--- src/rtl/melody_sequencer.sv ---
// Song sequencer: walks a synchronous song ROM and holds each note's half-period
// on out_note for dur x tick_len cycles, followed by a silent gap.
module melody_sequencer #(
    parameter int TICK_DIV  = 2_500_000,
    parameter int GAP_TICKS = 1,
    parameter int ADDR_W    = 5
) (
    input  logic              CLOCK_50,
    input  logic [3:0]        KEY,
    input  logic [9:0]        SW,
    input  logic [22:0]       rom_data,
    output logic [ADDR_W-1:0] rom_addr,
    output logic [18:0]       out_note,
    output logic              playing,
    output logic              note_strobe
);

    localparam int TL_W = $clog2(TICK_DIV + 1);
    localparam int TK_W = (GAP_TICKS > 15) ? $clog2(GAP_TICKS + 1) : 4;
    localparam logic [TK_W-1:0] GAP_LAST = TK_W'((GAP_TICKS > 0) ? GAP_TICKS - 1 : 0);

    typedef enum logic [2:0] {
        S_IDLE,
        S_FETCH,
        S_WAIT,
        S_PLAY,
        S_GAP
    } state_t;

    function automatic logic [TL_W-1:0] calc_tick_len(input logic [1:0] shift);
        int len;
        len = TICK_DIV >> shift;
        if (len < 1) len = 1;
        return TL_W'(len);
    endfunction

    logic              rst_n;
    logic              key_p0, key_p1, key_p2;
    logic              press_evt;
    logic              unused_inputs;
    state_t            state;
    logic [ADDR_W-1:0] idx;
    logic [TL_W-1:0]   cyc;
    logic [TL_W-1:0]   tl_q;
    logic [TK_W-1:0]   tick;
    logic [3:0]        dur_q;
    logic [3:0]        rom_dur;
    logic [18:0]       rom_half;

    assign rst_n         = KEY[0];
    assign rom_dur       = rom_data[22:19];
    assign rom_half      = rom_data[18:0];
    assign unused_inputs = &{1'b0, KEY[3:2], SW[9:3]};

    // KEY[1] synchronizer; the button idles high so the flops reset released
    always_ff @(posedge CLOCK_50 or negedge rst_n) begin
        if (!rst_n) begin
            key_p0 <= 1'b1;
            key_p1 <= 1'b1;
            key_p2 <= 1'b1;
        end else begin
            key_p0 <= KEY[1];
            key_p1 <= key_p0;
            key_p2 <= key_p1;
        end
    end

    assign press_evt = key_p2 & ~key_p1;

    always_ff @(posedge CLOCK_50 or negedge rst_n) begin
        if (!rst_n) begin
            state       <= S_IDLE;
            idx         <= '0;
            out_note    <= '0;
            playing     <= 1'b0;
            note_strobe <= 1'b0;
            cyc         <= '0;
            tick        <= '0;
            dur_q       <= '0;
            tl_q        <= TL_W'(1);
        end else begin
            note_strobe <= 1'b0;
            // A press while active stops playback, overriding any other transition
            if (press_evt && state != S_IDLE) begin
                state    <= S_IDLE;
                idx      <= '0;
                out_note <= '0;
                playing  <= 1'b0;
            end else begin
                case (state)
                    S_IDLE: begin
                        out_note <= '0;
                        idx      <= '0;
                        if (press_evt) begin
                            state   <= S_FETCH;
                            playing <= 1'b1;
                        end
                    end
                    S_FETCH: state <= S_WAIT;
                    S_WAIT: begin
                        if (rom_dur == 4'd0) begin
                            idx <= '0;
                            if (SW[0]) begin
                                state <= S_FETCH;
                            end else begin
                                state   <= S_IDLE;
                                playing <= 1'b0;
                            end
                        end else begin
                            out_note    <= rom_half;
                            note_strobe <= 1'b1;
                            dur_q       <= rom_dur;
                            tl_q        <= calc_tick_len(SW[2:1]);
                            cyc         <= '0;
                            tick        <= '0;
                            state       <= S_PLAY;
                        end
                    end
                    S_PLAY: begin
                        if (cyc == tl_q - TL_W'(1)) begin
                            cyc <= '0;
                            if (tick == TK_W'(dur_q) - TK_W'(1)) begin
                                tick     <= '0;
                                out_note <= '0;
                                state    <= S_GAP;
                            end else begin
                                tick <= tick + 1'b1;
                            end
                        end else begin
                            cyc <= cyc + 1'b1;
                        end
                    end
                    S_GAP: begin
                        if (GAP_TICKS == 0) begin
                            idx   <= idx + 1'b1;
                            state <= S_FETCH;
                        end else if (cyc == tl_q - TL_W'(1)) begin
                            cyc <= '0;
                            if (tick == GAP_LAST) begin
                                tick  <= '0;
                                idx   <= idx + 1'b1;
                                state <= S_FETCH;
                            end else begin
                                tick <= tick + 1'b1;
                            end
                        end else begin
                            cyc <= cyc + 1'b1;
                        end
                    end
                    default: begin
                        state    <= S_IDLE;
                        playing  <= 1'b0;
                        out_note <= '0;
                        idx      <= '0;
                    end
                endcase
            end
        end
    end

    assign rom_addr = idx;

endmodule
--- config.mk ---
export PLATFORM = sky130hd
export DESIGN_NAME = melody_sequencer
export DESIGN_NICKNAME = d
export VERILOG_FILES = /design/src/rtl/melody_sequencer.sv
export SDC_FILE = /design/constraint.sdc
export NUM_CORES = 1
export LEC_CHECK = 0
export CORE_MARGIN = 2
export CORE_UTILIZATION = 45
export DETAILED_ROUTE_END_ITERATION = 8
export GPL_TIMING_DRIVEN = 0
export PLACE_DENSITY = 0.67
export SYNTH_ARGS = -nofsm -noshare
export SYNTH_HDL_FRONTEND = slang
export SYNTH_SLANG_ARGS = --single-unit
--- constraint.sdc ---
create_clock -name CLOCK_50 -period 4.8 [get_ports CLOCK_50]
set_input_delay 1.44 -clock CLOCK_50 [delete_from_list [all_inputs] [get_ports CLOCK_50]]
set_output_delay 1.44 -clock CLOCK_50 [all_outputs]
set_load 0.005 [all_outputs]
==> metrics.md, run 1 <==
| Metric | Value |
|---|---|
| Skew-Pair Late Insertion Delay | `0.36 ns` |
| Crit path time final | `3.953 ns` |
| Hold_sp | `key_p0` |
| Max-Slew Margin vs Limit | `0.6116` |
| CP Max Fanout | `10` |
| GRT Overall Usage | `0.2139` |
| Sequential-to-total area share from yosys stat | `0.4206` |
| Initial DRC count | `207` |
| Register bit count reported by yosys | `75` |
| Sequential power share | `0.350` |
| FFs w/ async S/R, synth | `1.000` |
| CTS Buf Count | `9` |
| CP endpoint kind | `flop` |
| Final instance area | `0.005410 mm²` |
| Vias in the first global route | `3934` |
| Drt via density | `5.754` |
| CTS hold repair buffers | `0` |
| P_sw | `997.2 µW` |
| Hold Path Class | `reg -> reg` |
| Gr ovfl total | `0` |
| Layout cells sized above 1 | `0.08711` |
| Dpl hpwl | `8.002 mm` |
| Met2 Use GR | `0.3600` |
| Clock power frac | `0.211` |
| Residual DRC | `0` |
| Fmax | `253.0 MHz` |
| CTS sink cnt | `75` |
| CP Launch Type | `input port` |
| Most frequent cells in the layout | `dfrtp_1 (71), nand2_1 (58), clkdlybuf4s50_1 (53), nand3_1 (31), nor2_1 (27)` |
| Post-Place Cell Area | `0.005206 mm²` |
| Final count of negative-setup-slack endpoints | `0` |
| MaxCap Viol Count | `0` |
| Mean Syn Cell Area | `9.321 µm²` |
| Initial Util | `0.4599` |
| Number of antenna diodes | `0` |
| RSZ-0062 raised after global routing | `false` |
| Drt pass-1 iters | `4` |
| PortBufs | `54` |
| Worst endpoint required time | `5.08 ns` |
| R2R depth | `12` |
| Peak supply drop | `0.2859 mV` |
| Crit share post-route | `0.8234` |
| Pin count of the biggest net entering global routing | `61` |
| Post-CTS Resized | `0` |
| Arrival @ worst endpoint | `4.23 ns` |
| Global routing usage on met3 | `0.06923` |
| Syn-to-layout area delta | `20.92%` |
| Final cell count without fillers | `684` |
| Fin Setup TNS | `0 ns` |
| Synth Cell Area | `0.004474 mm²` |
| Final hold vios | `0` |
| Cell row count | `36` |
| I/O Pins | `64` |
| Critical path class | `in -> reg` |
| Grt met1 use | `0.2649` |
| Final Power | `2.483 mW` |
| Post-CTS repair timing setup buffer count | `0` |
| Antenna violations before repair | `0` |
| Routed Antenna Nets | `0` |
| Die height | `103.7 µm` |
| Pre-CTS setup slack | `0.5163 ns` |
| Post-Route WL | `11.05 mm` |
| Root buf cell | `clkbuf_8` |
| Switching Share | `0.4016` |
| Die Wd | `103.7 µm` |
| TritonCTS clock tree | `done` |
| GR peak layer | `met2` |
| Ys Warns | `0` |
| Worst setup slack after layout | `0.8475 ns` |
| Max-slew violation count | `0` |
| P_int | `1.486 mW` |
| Clk slew on worst S/H paths | `0.09 ns` |
| Most common cell after layout, fill and taps aside | `dfrtp_1` |
| Outcome | `finished, final reports clean` |
| GP Congestion | `0.8723` |
| Skew final | `0.01812 ns` |
| H-tree Lvls | `3` |
| Max Buffers Root-to-Sink | `2` |
| Setup crit end | `tick[1]` |
| First-pass GRT wire length | `18.73 mm` |
| Power Density | `458.9 mW/mm²` |
| EDFF count, synth | `0` |
| Placed Instances | `668` |
| P_leak | `2.278 nW` |
| WL/cell | `16.16 µm` |
| FF-to-FF Start | `tl_q[14]` |
| Post-synthesis cell count | `480` |
| Core area | `0.009729 mm²` |
| Synthesized Nets | `531` |
| Via count | `3936` |
| Slew @ Worst Pin | `0.5814 ns` |
| Synth cell types | `69` |
| Final #Nets | `597` |
| Reg2Reg Setup Slack | `1.25 ns` |
| Worst setup path startpoint | `rom_data[20]` |
| Comb power frac | `0.439` |
| Main synth FF type | `dfrtp_1` |
| Die area | `0.01076 mm²` |
| Reg2reg end | `cyc[16]` |
[power groups by stage]
| stage | clock, mW | sequential, mW | combinational (mW) |
|---|---|---|---|
| after floorplan | 0 | 0.863 | 0.752 |
| after global placement | 0 | 0.877 | 1.07 |
| after detailed placement | 0 | 0.882 | 1.08 |
| after CTS | 0.538 | 0.869 | 1.09 |
| after global routing | 0.564 | 0.888 | 1.21 |
| final | 0.523 | 0.869 | 1.09 |
[through the flow]
step / hold slack [ns] / utilization
floorplan: 0.3452 / -
global placement: 0.3500 / 0.5325
detailed placement: 0.3472 / 0.5351
CTS: 0.3651 / 0.5561
global route: 0.3688 / 0.5561
finish: 0.3630 / 0.5561
[how the worst min path moves through the flow]
stage / endpoint / slack [ns] / cells after the start
6_report: key_p1 / 0.36 / 0
3_5_place_dp: key_p1 / 0.35 / 0
2_1_floorplan: key_p1 / 0.35 / 0
5_1_grt: key_p1 / 0.37 / 0
4_1_cts: key_p1 / 0.37 / 0
3_3_place_gp: key_p1 / 0.35 / 0
[registers in the layout (all words and copies together), names as in the netlist]
register and flops:
key_p0 1, tick 4, tl_q 13, cyc 22, rom_addr 5, note_strobe 1
out_note 19, playing 1, dur_q 4, key_p1 1, state 3, key_p2 1
[area by class of cell]
type                            instances  area, µm²
Clock buffer                            9      123.9
Clock inverter                          7      80.08
Multi-Input combinational cell        355       2369
Inverter                               19      71.32
Tap cell                              133      166.4
Sequential cell                        75       1882
Timing Repair Buffer                   55      565.5
Buffer                                 31      152.6
Fill cell                             892       4319
[cells in the mapped netlist (3+ instances only)]
cell type | number | area (µm²)
buf_6 | 3 | 33.78
clkbuf_1 | 20 | 75.07
o311ai_1 | 9 | 78.83
dfrtp_1 | 71 | 1777
nand2b_1 | 6 | 37.54
xnor2_1 | 17 | 148.9
inv_1 | 18 | 67.56
xor2_1 | 11 | 96.34
or2_2 | 5 | 31.28
buf_2 | 5 | 25.02
a21o_1 | 6 | 45.04
and3_1 | 5 | 31.28
a32o_1 | 20 | 200.2
mux2i_1 | 3 | 30.03
ha_1 | 13 | 162.7
nor3_1 | 12 | 60.06
nand4_1 | 8 | 50.05
and2_1 | 7 | 43.79
nand2_1 | 58 | 217.7
a22o_1 | 5 | 43.79
o211ai_1 | 3 | 22.52
a21oi_1 | 17 | 85.08
or4_1 | 4 | 30.03
o21ai_0 | 25 | 125.1
nor2b_1 | 6 | 37.54
nor2_1 | 27 | 101.4
nor4_1 | 7 | 43.79
nand3_1 | 31 | 155.2
dfstp_2 | 4 | 105.1
[routing by layer]
| layer | up-vias | part of all wire |
|---|---|---|
| li1 | 1895 | - |
| met1 | 1892 | 0.44 |
| met2 | 132 | 0.48 |
| met3 | 17 | 0.068 |
| met4 | 0 | 0.014 |
| met5 | - | 0 |
[kinds of logic after synthesis]
kind of cell | share of synthesized area
buf+inv | 0.05005
flops | 0.4206
fa+ha+maj | 0.03635
simple gates | 0.2290
xor+xnor | 0.05481
compound gates | 0.1999
mux | 0.009228
[worst max-delay path, stage by stage]
cell	delay, ns
clkdlybuf4s50_1	0.42
or4_1	0.64
nor3_1	0.17
o22a_1	0.25
or2_2	0.14
clkbuf_1	0.36
buf_1	0.51
nor2_1	0.12
o21ai_0	0.18
Note: power is estimated with default switching activity, not from simulation.
==> inputs of run 2 (changes only) <==
==> constraint.sdc (replaced) <==
create_clock -name CLOCK_50 -period 3.89 [get_ports CLOCK_50]
set_input_delay 1.167 -clock CLOCK_50 [delete_from_list [all_inputs] [get_ports CLOCK_50]]
set_output_delay 1.167 -clock CLOCK_50 [all_outputs]
set_load 0.005 [all_outputs]
==> results of run 2 <==
Same layout as run 1 (identical final DEF). Status: finished, final reports clean.
Main changes from that run: setup slack after placement 0.5163 ns -> -0.1207 ns; setup slack after layout 0.8475 ns -> 0.2105 ns; register-to-register setup slack 1.25 ns -> 0.34 ns; total power 2.483 mW -> 3.064 mW; worst IR drop on VDD 0.2859 mV -> 0.3528 mV
